[src/rtl/ucisc_pkg.sv]
// Shared types and constants for the uCISC fetch front end.
// Define FETCH_BUF2_EN for a two-entry fetch buffer (full-rate fetch); default is one entry.
package ucisc_pkg;

    typedef enum logic [1:0] {
        BOOT = 2'd0,
        RUN  = 2'd1,
        HOLD = 2'd2
    } fetch_state_t;

    // Widest PC the buffer entry can carry; narrower PCs are zero-extended.
    localparam int          MAX_ADDR_WIDTH   = 32;
    localparam logic [15:0] DEFAULT_RESET_PC = 16'h0000;

`ifdef FETCH_BUF2_EN
    localparam int FETCH_DEPTH = 2;
`else
    localparam int FETCH_DEPTH = 1;
`endif

    typedef struct packed {
        logic [15:0]               instruction;
        logic [MAX_ADDR_WIDTH-1:0] pc;
    } fetch_entry_t;

endpackage

[src/rtl/fetch_buffer.sv]
// In-order fetch buffer: shift FIFO whose head is always slot 0, so the head is a plain register.
// Simultaneous push and pop both take effect; flush empties it and wins over push.
module fetch_buffer
    import ucisc_pkg::*;
#(
    parameter int DEPTH = FETCH_DEPTH
) (
    input  logic                       clock,
    input  logic                       reset_n,
    input  logic                       push,
    input  logic                       pop,
    input  logic                       flush,
    input  fetch_entry_t               push_entry,
    output fetch_entry_t               head,
    output logic                       empty,
    output logic [$clog2(DEPTH+1)-1:0] occupancy
);
    localparam int CW = $clog2(DEPTH + 1);

    fetch_entry_t entries     [DEPTH];
    fetch_entry_t entries_nxt [DEPTH];
    int           wr_idx;

    always_comb begin
        entries_nxt = entries;
        wr_idx      = int'(occupancy) - int'(pop);
        if (pop)
            for (int i = 1; i < DEPTH; i++) entries_nxt[i-1] = entries[i];
        if (push)
            for (int i = 0; i < DEPTH; i++)
                if (i == wr_idx) entries_nxt[i] = push_entry;
    end

    always_ff @(posedge clock) begin
        if (!reset_n) begin
            occupancy <= '0;
            for (int i = 0; i < DEPTH; i++) entries[i] <= '0;
        end else if (flush) begin
            occupancy <= '0;
        end else begin
            entries   <= entries_nxt;
            occupancy <= occupancy + CW'(push) - CW'(pop);
        end
    end

    assign head  = entries[0];
    assign empty = (occupancy == '0);

endmodule

[src/rtl/instruction_fetch.sv]
// Instruction fetch: credit-gated sequential fetch into fetch_buffer, with redirect flush.
// Buffer depth is 1 by default and 2 when FETCH_BUF2_EN is defined.
module instruction_fetch
    import ucisc_pkg::*;
#(
    parameter int                    ADDR_WIDTH = 16,
    parameter logic [ADDR_WIDTH-1:0] RESET_PC   = ADDR_WIDTH'(DEFAULT_RESET_PC)
) (
    input  logic                  clock,
    input  logic                  reset_n,
    output logic                  mem_read,
    output logic [ADDR_WIDTH-1:0] mem_addr,
    input  logic [15:0]           mem_data,
    input  logic                  redirect_valid,
    input  logic [ADDR_WIDTH-1:0] redirect_pc,
    input  logic                  halt,
    output logic                  instruction_valid,
    input  logic                  instruction_ready,
    output logic [15:0]           instruction,
    output logic [ADDR_WIDTH-1:0] instruction_pc
);
    localparam int CW = $clog2(FETCH_DEPTH + 1);
    localparam int SW = CW + 1;

    fetch_state_t          state, state_nxt;
    logic [ADDR_WIDTH-1:0] fetch_pc, inflight_pc;
    logic                  inflight, inflight_epoch, epoch;
    logic                  pop, push, credit_ok, issue, buf_empty;
    logic [CW-1:0]         occupancy;
    fetch_entry_t          push_entry, head;
    logic                  unused_head_pc;

    assign instruction_valid = reset_n && !buf_empty;
    assign pop               = instruction_valid && instruction_ready;

    // Held + in-flight words, less this cycle's pop, must leave room for one more.
    assign credit_ok = ({1'b0, occupancy} + SW'(inflight)) < (SW'(FETCH_DEPTH) + SW'(pop));

    // HOLD only records a stall; the request goes out in the very cycle credit returns.
    always_comb begin
        state_nxt = state;
        issue     = 1'b0;
        case (state)
            BOOT: state_nxt = RUN;
            RUN, HOLD: begin
                issue     = credit_ok && !halt && !redirect_valid;
                state_nxt = (credit_ok && !halt) ? RUN : HOLD;
            end
            default: state_nxt = BOOT;
        endcase
    end

    assign mem_read = reset_n && issue;
    assign mem_addr = reset_n ? fetch_pc : RESET_PC;

    // Responses tagged before a flush carry a stale epoch and are dropped.
    assign push = inflight && (inflight_epoch == epoch) && !redirect_valid;

    always_comb begin
        push_entry             = '0;
        push_entry.instruction = mem_data;
        push_entry.pc          = MAX_ADDR_WIDTH'(inflight_pc);
    end

    always_ff @(posedge clock) begin
        if (!reset_n) begin
            state          <= BOOT;
            fetch_pc       <= RESET_PC;
            inflight       <= 1'b0;
            inflight_epoch <= 1'b0;
            inflight_pc    <= RESET_PC;
            epoch          <= 1'b0;
        end else begin
            state          <= state_nxt;
            inflight       <= issue;
            inflight_epoch <= epoch;
            inflight_pc    <= fetch_pc;
            if (redirect_valid) begin
                fetch_pc <= redirect_pc;
                epoch    <= ~epoch;
            end else if (issue) begin
                fetch_pc <= fetch_pc + ADDR_WIDTH'(1);
            end
        end
    end

    fetch_buffer #(.DEPTH(FETCH_DEPTH)) u_buf (
        .clock      (clock),
        .reset_n    (reset_n),
        .push       (push),
        .pop        (pop),
        .flush      (redirect_valid),
        .push_entry (push_entry),
        .head       (head),
        .empty      (buf_empty),
        .occupancy  (occupancy)
    );

    assign instruction    = reset_n ? head.instruction : 16'h0000;
    assign instruction_pc = reset_n ? head.pc[ADDR_WIDTH-1:0] : RESET_PC;
    assign unused_head_pc = ^head.pc;

endmodule

[config.mk]
export PLATFORM = sky130hd
export DESIGN_NAME = instruction_fetch
export DESIGN_NICKNAME = d
export VERILOG_FILES = /design/src/rtl/ucisc_pkg.sv /design/src/rtl/fetch_buffer.sv /design/src/rtl/instruction_fetch.sv
export SDC_FILE = /design/constraint.sdc
export NUM_CORES = 1
export LEC_CHECK = 0
export CAP_MARGIN = 25
export CELL_PAD_IN_SITES_DETAIL_PLACEMENT = 1
export CELL_PAD_IN_SITES_GLOBAL_PLACEMENT = 1
export CORE_AREA = 2 2 116 118
export CTS_CLUSTER_SIZE = 14
export DETAILED_ROUTE_END_ITERATION = 10
export DIE_AREA = 0 0 118 120
export HOLD_SLACK_MARGIN = 0.15
export PLACE_DENSITY_LB_ADDON = 0.1
export SLEW_MARGIN = 15
export SYNTH_ARGS = -nofsm -noshare
export SYNTH_HDL_FRONTEND = slang
export SYNTH_SLANG_ARGS = --single-unit
[constraint.sdc]
create_clock -name clock -period 7.1 [get_ports clock]
set_input_delay 1.42 -clock clock [delete_from_list [all_inputs] [get_ports clock]]
set_output_delay 1.42 -clock clock [all_outputs]
set_load 0.005 [all_outputs]
-- Yosys cells after proc, flatten, opt, wreduce, memory -nomap -nowiden
Index checks and enable logic that the tools add are counted.
- output and inout port bits: 50
- word-level logic and storage cells: 45
- flip-flop bits (word level): 70
- multiplexer cells: 8
- equality and inequality tests: 3
- add/subtract/negate cells: 6
- bitwise logic cells: 3
- reduce and logical (&&, ||, !) cells: 15
- order comparisons: 1
- operator list (kind ; number):
    16-bit 2-to-1 mux ; 5
    32-bit logical NOT ; 1
    16-bit by 1-bit adder with 16-bit output (second input constant) ; 1
    1-bit logical AND ; 7
    2-bit case mux with 2 select lines ; 1
    2-bit OR reduction ; 2
    1-bit inverter ; 3
    3-bit AND reduction ; 1
    1-bit by 1-bit adder with 2-bit output ; 1
    1-bit by 1-bit adder with 2-bit output (first input constant) ; 1
    2-bit by 1-bit == test with 1-bit output (second input constant) ; 1
    2-bit == test (second input constant) ; 1
    1-bit logical NOT ; 2
    2-bit logical NOT ; 1
    2-bit < comparator ; 1
    2-bit 2-to-1 mux ; 1
    2-bit nonzero test ; 1
    1-bit by 1-bit subtractor with 2-bit output ; 1
    1-bit adder ; 1
    1-bit == test ; 1
    1-bit 2-to-1 mux ; 1
    1-bit subtractor ; 1

-- Logic depth before layout (Yosys ltp)
- depth in word-level cells: 9
- mapped depth: 10
- gate-level depth less buffers: 7

-- By module
Synthesis repeated with hierarchy kept, for this count alone.
- cells, all modules: 424
- area total of the unflattened synthesis: 3799.9 µm²
- modules (own cells, without submodules) (module ; sequential area each (µm²) ; area an instance (µm²) ; times used ; cells each):
    fetch_buffer ; 980.9 ; 1946.9 ; 1 ; 214
    instruction_fetch ; 740.7 ; 1853.0 ; 1 ; 210

-- Least setup slack after synthesis
OpenSTA, ideal clock, no wires.
- kind: input -> output
- start: in reset_n
- end: out mem_read
- arrival time: 3.265 ns
- data required time: 5.680 ns
- slack: 2.415 ns
- path buffers: 2
- stages on the path: 8
- cell sequence: clkbuf_1 clkbuf_1 and2_1 nand2_1 ha_1 a211oi_1 nand3_1 nor2_1
- cells in the longest elaborated chain, start to end: 8
- RTL lines (what ; line ; source):
    start, declared ; instruction_fetch.sv:10 ; input logic reset_n,
    1-bit logical AND ; instruction_fetch.sv:33 ; assign instruction_valid = reset_n && !buf_empty;
    via instruction_valid ; instruction_fetch.sv:17 ; output logic instruction_valid,
    1-bit logical AND ; instruction_fetch.sv:34 ; assign pop = instruction_valid && instruction_ready;
    1-bit by 1-bit adder with 2-bit output ; instruction_fetch.sv:37 ; assign credit_ok = ({1'b0, occupancy} + SW'(inflight)) < (SW'(FETCH_DEPTH) + SW'(pop));
    2-bit < comparator ; instruction_fetch.sv:37 ;
    1-bit logical AND (2 in series) ; instruction_fetch.sv:46 ; issue = credit_ok && !halt && !redirect_valid;
    1-bit 2-to-1 mux ; instruction_fetch.sv:43 ; case (state)
    1-bit logical AND ; instruction_fetch.sv:53 ; assign mem_read = reset_n && issue;
    end, declared ; instruction_fetch.sv:11 ; output logic mem_read,
The timed path passes the listed nets, and every way through them passes these cells.

-- Final worst setup path
- start: in instruction_ready
- end: out mem_read
- cells in the longest elaborated chain, start to end: 7
- RTL lines (what ; line ; source):
    start, declared ; instruction_fetch.sv:18 ; input logic instruction_ready,
    1-bit logical AND ; instruction_fetch.sv:34 ;
    1-bit by 1-bit adder with 2-bit output ; instruction_fetch.sv:37 ;
    2-bit < comparator ; instruction_fetch.sv:37 ;
    1-bit logical AND (2 in series) ; instruction_fetch.sv:46 ;
    1-bit 2-to-1 mux ; instruction_fetch.sv:43 ;
    1-bit logical AND ; instruction_fetch.sv:53 ;
No other way between the ends.

==> flow_summary_export.csv <==
group,metric,value,unit
yosys,synth_top_area_cell,"dfxtp_1",
worst_setup_path,path_delay_family,"buffers and inverters",
route,drt_pass1_iterations,4,
route,drt_iter0_markers,91,
timing,slew_viol_final,0,
timing,min_period,5230,ps
timing,holdWs,489,ps
power_and_ir_drop,pwr-share-clk,0.496,
clocking,post-cts-setup-buffer-count,0,
layout,drive_gt1_frac,0.0558,
layout,syn2layout_area_growth,42.9,%
yosys,synth.ff_latch_count,70,
clocking,tritoncts,"yes",
clocking,clkTransAtPathRegs,60,ps
timing,skew,5.32,ps
placed_design,place_ws,1870,ps
route,wl_per_cell,14.4,um
clocking,clockRootBuffer,"clkbuf_16",
layout,num_antenna_cells,0,
worst_setup_path,crit_chain,"clkdlybuf4s50_1 -> nand2_1 -> ha_1 -> a211oi_1 -> nand3_1 -> nor2_1 -> clkdlybuf4s50_1",
placed_design,gp_congestion,0.718,
hold_path,worst_hold_path_type,"reg -> reg",
route,vias,2559,
power_and_ir_drop,seqPwrFrac,0.416,
timing,hold_viol,0,
clocking,hold_buffers,0,
route,wirelength,8490,um
timing,max_freq,0.191,GHz
timing,finalSetupViolCount,0,
worst_setup_path,cp-start-kind,"input pin",
yosys,synth.distinct_cells,38,
clocking,clk_latency,330,ps
power_and_ir_drop,p_leak,1.56,nW
timing,finalWorstSetupSlack,1870,ps
layout,multi_input_area,0.00164,mm2
worst_setup_path,crit_path_start,"instruction_ready",
clocking,clock_path_buffers,2,
worst_setup_path,end_kind,"output port",
yosys,netlist_instances,330,
timing,tightest_slew,889,ps
global_routing,grt_pass1_wl,13800,um
clocking,cts_resized,0,
clocking,numCtsBuffers,9,
global_routing,track_usage,0.125,
yosys,synthTopCellsByCount,"dfxtp_1 (70), and2_1 (54), mux2i_1 (34)",
yosys,netlist_area,0.00314,mm2
power_and_ir_drop,swShare,0.219,
yosys,synth_flop_cell,"dfxtp_1",
yosys,synth_top_area_frac,0.446,
route,vias_per_cell,4.35,
power_and_ir_drop,internal_power,0.796,mW
global_routing,grt_max_degree,112,
worst_setup_path,cp_max_fo,4,
timing,tns,0,ps
hold_path,hp-start,"inflight_pc[9]$_DFF_P_",
worst_setup_path,regToRegStartpoint,"u_buf.occupancy$_SDFF_PP0_",
clocking,h-tree-depth,3,
floorplanning,rows,42,
floorplanning,dieArea,0.0142,mm2
layout,fin_util,0.346,
route,ant_nets,0,
power_and_ir_drop,power_switching,0.223,mW
timing,slew_headroom,0.407,
global_routing,antenna_found_initial,0,
placed_design,hpwl,5830,um
yosys,synth_edf_count,0,
yosys,syn-num-nets,373,
worst_setup_path,slowest_stage,"clkdlybuf4s50_1",
yosys,seq_area_frac_synth,0.446,
floorplanning,fp.coreArea,0.0130,mm2
yosys,ys_async_sr_fraction,0,
worst_setup_path,required,5680,ps
layout,nets,450,
timing,fin_crit_sh,0.736,
power_and_ir_drop,finalPower,1.02,mW
yosys,yosys_warnings,0,
layout,num-fill-cells,1494,
placed_design,portBuffers,86,
floorplanning,die_w,118,um
route,drc,0,
run_status,outcome,"finished clean",
floorplanning,ioPinCount,87,
worst_setup_path,worstPathArrival,3810,ps
flow_run,drv_cap,0,
power_and_ir_drop,ir_worst_vdd,0.0898,mV
timing,rsz0062_at_grt,"no",
clocking,clkSinkCount,70,
layout,layout.area.seq,0.00140,mm2
yosys,syn-mean-instance-area,9.53,um2
worst_setup_path,crit_top_cell,"clkdlybuf4s50_1",
worst_setup_path,slowest_delay,510,ps
global_routing,grt_pass1_vias,2551,
worst_setup_path,critPathKind,"in -> out",
yosys,ys_top_cells_by_area,"dfxtp_1 (45%), mux2i_1 (11%), and2_1 (11%), nor2b_1 (6.4%), ha_1 (2.4%)",
floorplanning,initial_core_util,0.242,
power_and_ir_drop,p_comb_frac,0.088,
worst_setup_path,critPathBufInv,2,
power_and_ir_drop,cellPowerDensity,227,mW/mm2
global_routing,grt_overflow_total,0,
yosys,synth.most_common_cell,"dfxtp_1",
floorplanning,die_y,120,um
## power by group through the flow
stage / clock [mW] / sequential [mW] / combinational [mW]
final: 0.505 / 0.424 / 0.0898
after global routing: 0.540 / 0.426 / 0.100
after CTS: 0.524 / 0.425 / 0.0923
after detailed placement: 0 / 0.433 / 0.0917
after global placement: 0 / 0.433 / 0.0914
after floorplan: 0 / 0.427 / 0.0490
## cell families (layout without fill, tap and decap cells)
| kind of cell | count (synthesis) | after routing | synth area share |
|---|---|---|---|
| and+or+nand+nor | 148 | 148 | 0.286 |
| DFF | 70 | 70 | 0.446 |
| AOI/OAI and AO/OA | 37 | 37 | 0.0828 |
| muxes | 34 | 34 | 0.108 |
| buffers and inverters | 28 | 110 | 0.0338 |
| xor gates and xnor gates | 7 | 7 | 0.0195 |
| adders and majority gates | 6 | 6 | 0.0239 |
## area by class of cell
class | instances | share of cell area
clock buffer | 13 | 0.0602
clock inverter | 3 | 0.0145
inverter | 5 | 0.00418
multi-input combinational | 232 | 0.365
sequential | 70 | 0.312
tap | 176 | 0.0490
timing repair buffer | 89 | 0.195
## final timing paths
| kind | end | slack, ps | cells after the start |
|---|---|---|---|
| worst max-delay path | mem_read | 1870 | 7 |
| worst min-delay path | u_buf.head[9]$_SDFFE_PN0P_ | 490 | 2 |
| worst max register to register | fetch_pc[12]$_SDFFE_PN0P_ | 4490 | 7 |
| worst min register to register | u_buf.head[9]$_SDFFE_PN0P_ | 490 | 2 |
## worst register-to-register path, cell delays in order, from the launching register on
cell     delay [ps]
dfxtp_1         390
and2_1          180
nand2_1          80
ha_1            340
a211o_1         390
or3_1           530
o31a_1          320
o311a_1         270
## placed cells by master, fill, tap and decap left out, types with 3 or more instances in the layout
cell and count:
a211oi_1 3, a21oi_1 6, a22oi_1 3, and2_1 54, and3_1 5, and4_1 3
buf_4 3, clkbuf_16 9, clkbuf_8 3, clkdlybuf4s50_1 85, dfxtp_1 70, ha_1 5
inv_1 5, mux2i_1 34, nand2_1 8, nand2b_1 4, nand3_1 10, nand4_1 10
nor2_1 8, nor2b_1 32, nor3_1 4, nor4_1 3, o211ai_1 5, o21ai_0 8
xnor2_1 5
## stage by stage
step	area, um2	std cells
after floorplan	3140	330
after global placement	4160	572
after detailed placement	4160	572
after CTS	4490	588
after global routing	4490	588
final	4490	588
## sequential cells by signal (all words and copies together) (netlist names)
name,flops
inflight,1
u_buf.occupancy,1
inflight_pc,16
u_buf.head,32
fetch_pc,16
epoch,1
state,2
inflight_epoch,1
## routing by layer
layer,global-route usage,up-vias,share of wire
met5,0,-,0
met4,0.0610,0,0.019
met3,0.0271,12,0.035
met2,0.191,57,0.45
met1,0.166,1189,0.50
li1,-,1301,-
(Power assumes the default switching activity.)
